==> src/rtl/f_pc_fetch_pkg.sv <==
// Shared constants and types for the F-stage fetch unit: FSM encodings,
// reset PC default, the bubble instruction word and an alignment helper.
package f_pc_fetch_pkg;

  typedef enum logic [1:0] {
    F_REQ  = 2'd0,
    F_WAIT = 2'd1,
    F_HOLD = 2'd2
  } f_state_e;

  localparam logic [31:0] RESET_PC_DEFAULT = 32'h0000_3000;
  localparam logic [31:0] NOP_WORD         = 32'h0000_0000;

  function automatic logic is_misaligned(input logic [1:0] addr_lsb);
    return addr_lsb != 2'b00;
  endfunction

endpackage

==> src/rtl/f_fetch_buf.sv <==
// Hold register for a fetched instruction, its PC and its exception flag,
// used while the hazard unit stalls the F/D register.
module f_fetch_buf
  import f_pc_fetch_pkg::*;
#(
  parameter logic [31:0] RESET_PC  = RESET_PC_DEFAULT,
  parameter logic [31:0] NOP_INSTR = NOP_WORD
) (
  input  logic        clk,
  input  logic        reset,
  input  logic        capture,
  input  logic [31:0] instr_d,
  input  logic [31:0] pc_d,
  input  logic        exc_d,
  output logic [31:0] instr_q,
  output logic [31:0] pc_q,
  output logic        exc_q
);

  always_ff @(posedge clk) begin
    if (reset) begin
      instr_q <= NOP_INSTR;
      pc_q    <= RESET_PC;
      exc_q   <= 1'b0;
    end else if (capture) begin
      instr_q <= instr_d;
      pc_q    <= pc_d;
      exc_q   <= exc_d;
    end
  end

endmodule

==> src/rtl/f_pc_fetch.sv <==
// F-stage PC and instruction fetch: single-outstanding imem port, MIPS
// delay-slot redirect handling and stall-aware hand-off to the F/D register.
module f_pc_fetch
  import f_pc_fetch_pkg::*;
#(
  parameter logic [31:0] RESET_PC  = RESET_PC_DEFAULT,
  parameter logic [31:0] NOP_INSTR = NOP_WORD
) (
  input  logic        clk,
  input  logic        reset,
  input  logic        stall,
  input  logic        redirect_valid,
  input  logic [31:0] redirect_pc,
  output logic        imem_req,
  output logic [31:0] imem_addr,
  input  logic        imem_gnt,
  input  logic        imem_rvalid,
  input  logic [31:0] imem_rdata,
  output logic        f_valid,
  output logic [31:0] f_instr,
  output logic [31:0] f_pc,
  output logic        f_exc_adel
);

  f_state_e    state, state_next;
  logic [31:0] pc, pending_pc, next_pc;
  logic        pending;
  logic        misaligned, take_redirect, available, advance, capture;
  logic [31:0] word, word_pc;
  logic        word_exc;
  logic [31:0] buf_instr, buf_pc;
  logic        buf_exc;

  f_fetch_buf #(
    .RESET_PC (RESET_PC),
    .NOP_INSTR(NOP_INSTR)
  ) u_buf (
    .clk    (clk),
    .reset  (reset),
    .capture(capture),
    .instr_d(word),
    .pc_d   (word_pc),
    .exc_d  (word_exc),
    .instr_q(buf_instr),
    .pc_q   (buf_pc),
    .exc_q  (buf_exc)
  );

  // A misaligned PC never reaches memory; it yields a NOP tagged with AdEL at once.
  always_comb begin
    misaligned    = is_misaligned(pc[1:0]);
    take_redirect = redirect_valid & ~stall;
    available     = 1'b0;
    word          = NOP_INSTR;
    word_pc       = pc;
    word_exc      = 1'b0;
    case (state)
      F_REQ: begin
        if (misaligned) begin
          available = 1'b1;
          word_exc  = 1'b1;
        end
      end
      F_WAIT: begin
        if (imem_rvalid) begin
          available = 1'b1;
          word      = imem_rdata;
        end
      end
      F_HOLD: begin
        available = 1'b1;
        word      = buf_instr;
        word_pc   = buf_pc;
        word_exc  = buf_exc;
      end
      default: ;
    endcase
    advance = available & ~stall;
    capture = available & stall & (state != F_HOLD);
    next_pc = take_redirect ? redirect_pc : (pending ? pending_pc : pc + 32'd4);
    imem_req  = (state == F_REQ) & ~misaligned & ~reset;
    imem_addr = pc;
  end

  always_comb begin
    state_next = state;
    case (state)
      F_REQ: begin
        if (misaligned) begin
          if (stall) state_next = F_HOLD;
        end else if (imem_gnt) begin
          state_next = F_WAIT;
        end
      end
      F_WAIT: begin
        if (imem_rvalid) state_next = stall ? F_HOLD : F_REQ;
      end
      F_HOLD: begin
        if (!stall) state_next = F_REQ;
      end
      default: state_next = F_REQ;
    endcase
  end

  always_ff @(posedge clk) begin
    if (reset) state <= F_REQ;
    else       state <= state_next;
  end

  // A redirect seen without an advance is parked so the delay slot still completes.
  always_ff @(posedge clk) begin
    if (reset) begin
      pc         <= RESET_PC;
      pending    <= 1'b0;
      pending_pc <= RESET_PC;
    end else if (advance) begin
      pc      <= next_pc;
      pending <= 1'b0;
    end else if (take_redirect) begin
      pending    <= 1'b1;
      pending_pc <= redirect_pc;
    end
  end

  always_ff @(posedge clk) begin
    if (reset) begin
      f_valid    <= 1'b0;
      f_instr    <= NOP_INSTR;
      f_pc       <= RESET_PC;
      f_exc_adel <= 1'b0;
    end else if (advance) begin
      f_valid    <= 1'b1;
      f_instr    <= word;
      f_pc       <= word_pc;
      f_exc_adel <= word_exc;
    end else if (!stall) begin
      f_valid    <= 1'b0;
      f_instr    <= NOP_INSTR;
      f_exc_adel <= 1'b0;
    end
  end

endmodule
==> config.mk <==
export PLATFORM = sky130hd
export DESIGN_NAME = f_pc_fetch
export DESIGN_NICKNAME = d
export VERILOG_FILES = /design/src/rtl/f_pc_fetch_pkg.sv /design/src/rtl/f_fetch_buf.sv /design/src/rtl/f_pc_fetch.sv
export SDC_FILE = /design/constraint.sdc
export NUM_CORES = 1
export LEC_CHECK = 0
export CAP_MARGIN = 20
export CORE_MARGIN = 3
export CORE_UTILIZATION = 50
export CTS_CLUSTER_SIZE = 10
export DETAILED_ROUTE_END_ITERATION = 12
export MAX_ROUTING_LAYER = met4
export PLACE_DENSITY_LB_ADDON = 0.1
export SLEW_MARGIN = 20
export SYNTH_ARGS = -nofsm -noshare
export SYNTH_HDL_FRONTEND = slang
export SYNTH_SLANG_ARGS = --single-unit
==> constraint.sdc <==
create_clock -name clk -period 2.7 [get_ports clk]
set_input_delay 0.81 -clock clk [delete_from_list [all_inputs] [get_ports clk]]
set_output_delay 0.81 -clock clk [all_outputs]
set_load 0.02 [all_outputs]
==> impl_metrics.yaml <==
finish:
  fin_nets: 1312
  fillerInstances: 1527
  area_delta_synth_final_pct: 29.2
  fin_util_pct: 66.1
  drive_gt1_share_pct: 7.44
  stdcell_count: 1476
sta:
  fin_crit_ns: 2.50
  timing.slew.headroom_pct: 44.6
  final.period_utilization_pct: 92.5
  finalSetupViolCount: 0
  hold_slack_ns: 0.454
  drv_slew: 0
  worst_slack_ns: 0.203
  hold_violations: 0
  tns_ns: 0
  rsz0062_at_grt: "no"
  max_slew.worst_pin.slew_ns: 0.830
  skew_ns: 0.0112
  fmax_mhz: 401
setup_path:
  worstPathRequired_ns: 1.89
  cp-start-kind: "register"
  critPathKind: "register to primary output"
  startpoint: "imem_addr[4]"
  crit_path_end_kind: "primary output"
  crit_arrival_ns: 1.69
  path_max_fanout: 6
  r2r-start: "imem_addr[7]"
  reg2reg_depth: 5
cts:
  cts_tree: "built"
  post_cts_buffers: 0
  ctsHoldBuffers: 0
  path_clk_slew_ns: 0.08
  cts-resized-gates: 1
  cts_sinks: 198
  cts_buffers: 17
  clk_latency_ns: 0.44
  htree_levels: 4
  clockBufferDepth: 2
  root_buffer: "clkbuf_16"
run_status:
  outcome: "complete, no violations"
route:
  drt_first_iter_violations: 711
  dr.pass1.iters: 5
  vias_per_cell: 5.65
  wl_per_cell_microns: 16.5
  routed_wl_mm: 24.3
  num_vias: 8344
  antenna_left: 0
  drc: 0
yosys:
  syn-num-nets: 1178
  ys_seq_area_share_pct: 44.8
  synth_largest_area_cell: "dfxtp_1"
  syn_avg_cell_area_sq_um: 8.03
  synth.top_cell.area_share_pct: 44.8
  synth_area_sq_um: 8850
  synth_cell_type_count: 56
  synth.area.top_cells: "dfxtp_1 45%, nand2_1 9.8%, a21oi_1 7.2%, a22oi_1 5.5%, mux2i_1 4.1%"
  synth_edf_count: 0
  yosys_warnings: 0
  synth_flop_cell: "dfxtp_1"
  ys_ff_latch: 198
  async_flop_share_pct: 0
  synthCells: 1103
placed_design:
  dp_hpwl_mm: 15.6
  preCtsSetupSlack_ns: -0.00105
  place.gp.congestion: 0.849
  placed_cells: 1443
  portBuffers: 168
die:
  die_x_microns: 139
  num_io_pins: 169
  start_util_pct: 51.2
  rows: 48
  dieArea_sq_um: 19300
  core_sq_um: 17300
  die_y_microns: 139
global_route:
  grtUsageTotal_pct: 25.5
  grt_pass1_vias: 7835
  use_met2_pct: 39.7
  top_usage_layer: "met2"
  antenna_found_initial: 1
  overflow: 0
  grt_use_met3_pct: 5.55
  use_met1_pct: 33.5
  grt_pass1_wl_mm: 40.2
  grt_max_degree: 184
power:
  peakVddDrop_mv: 0.590
  p_leak_nw: 3.73
  power_density_nw_per_um2: 835
run:
  maxCapViolations: 0
worst_hold_path:
  hold_path_class: "register to register"
  hp-start: "u_buf.pc_q[9]"
  hold_depth: 2
[where the power goes]
part	leakage (nW)	switching (mW)	internal (mW)
Combinational	1.83	1.95	1.40
Sequential	1.60	0.273	3.27
Clock	0.292	1.15	1.50
[routing by layer]
layer | routed length (microns) | vias to the layer above
met1 | 11100 | 3909
met3 | 1290 | 36
met4 | 410 | 0
met5 | 0 | -
li1 | - | 4164
met2 | 11400 | 235
[sequential cells by signal (all words and copies together), names as in the netlist, 2 cells and up]
signal	flops
f_instr	32
f_pc	32
imem_addr	32
pending_pc	32
u_buf.instr_q	32
u_buf.pc_q	32
state	2
[metrics by stage]
step | power [mW] | instance area, sq um
floorplan | 5.62 | 8850
global placement | 6.94 | 10800
detailed placement | 6.97 | 10800
CTS | 9.59 | 11400
global route | 10.0 | 11400
finish | 9.55 | 11400
[logic make-up (layout without fill, tap and decap cells)]
logic type	Yosys count	count (layout)	share of synthesized area, %
compound gates	321	321	23.2
fa+ha+maj	5	5	0.707
buf+inv	107	254	5.31
flops	198	198	44.8
mux	36	36	4.07
other cells	0	1	0
simple gates	436	436	21.9
[placed cells by master, fill, tap and decap left out, types with 5 or more instances in the layout]
cell,instances
a211oi_1,35
a21oi_1,127
a22oi_1,65
a31oi_1,7
a32o_1,6
a32oi_1,11
buf_12,6
buf_4,39
clkbuf_16,17
clkdlybuf4s50_1,165
dfxtp_1,198
inv_1,8
inv_6,5
mux2i_1,36
nand2_1,231
nand3_1,30
nand4_1,6
nor2_1,93
nor2b_1,33
nor3_1,10
o211ai_1,13
o21ai_0,29
o311ai_0,7
[area by class of cell]
type | instances | area (sq um) | area share [%]
clock buffer | 20 | 447 | 3.91
inverter | 9 | 33.8 | 0.295
clock inverter | 12 | 163 | 1.42
tap | 225 | 282 | 2.46
multi-input combinational | 798 | 4460 | 39.0
timing repair buffer | 213 | 2090 | 18.3
sequential | 198 | 3960 | 34.7
antenna | 1 | 2.50 | 0.0219
[worst max-delay path: stages, from the launching register on]
cell and delay, ns:
dfxtp_1 0.45, buf_4 0.19, clkdlybuf4s50_1 0.61
[synthesized netlist by cell type, types with 8 or more instances]
cell / count
o211ai_1: 13
inv_1: 8
mux2i_1: 36
a21oi_1: 127
a32oi_1: 11
nor2_1: 93
o21ai_0: 29
nand2_1: 231
a211oi_1: 36
clkbuf_1: 76
dfxtp_1: 198
nand3_1: 30
nor3_1: 10
nor2b_1: 33
a22oi_1: 65
[path summary, 6_finish.rpt]
path	to	slack (ns)
worst max-delay path	imem_addr[4]	0.20
worst max register to register	imem_addr[25]	0.46
worst min register to register	u_buf.pc_q[9]	0.45
worst min-delay path	u_buf.pc_q[9]	0.45
Note: power is estimated with default switching activity, not from simulation.
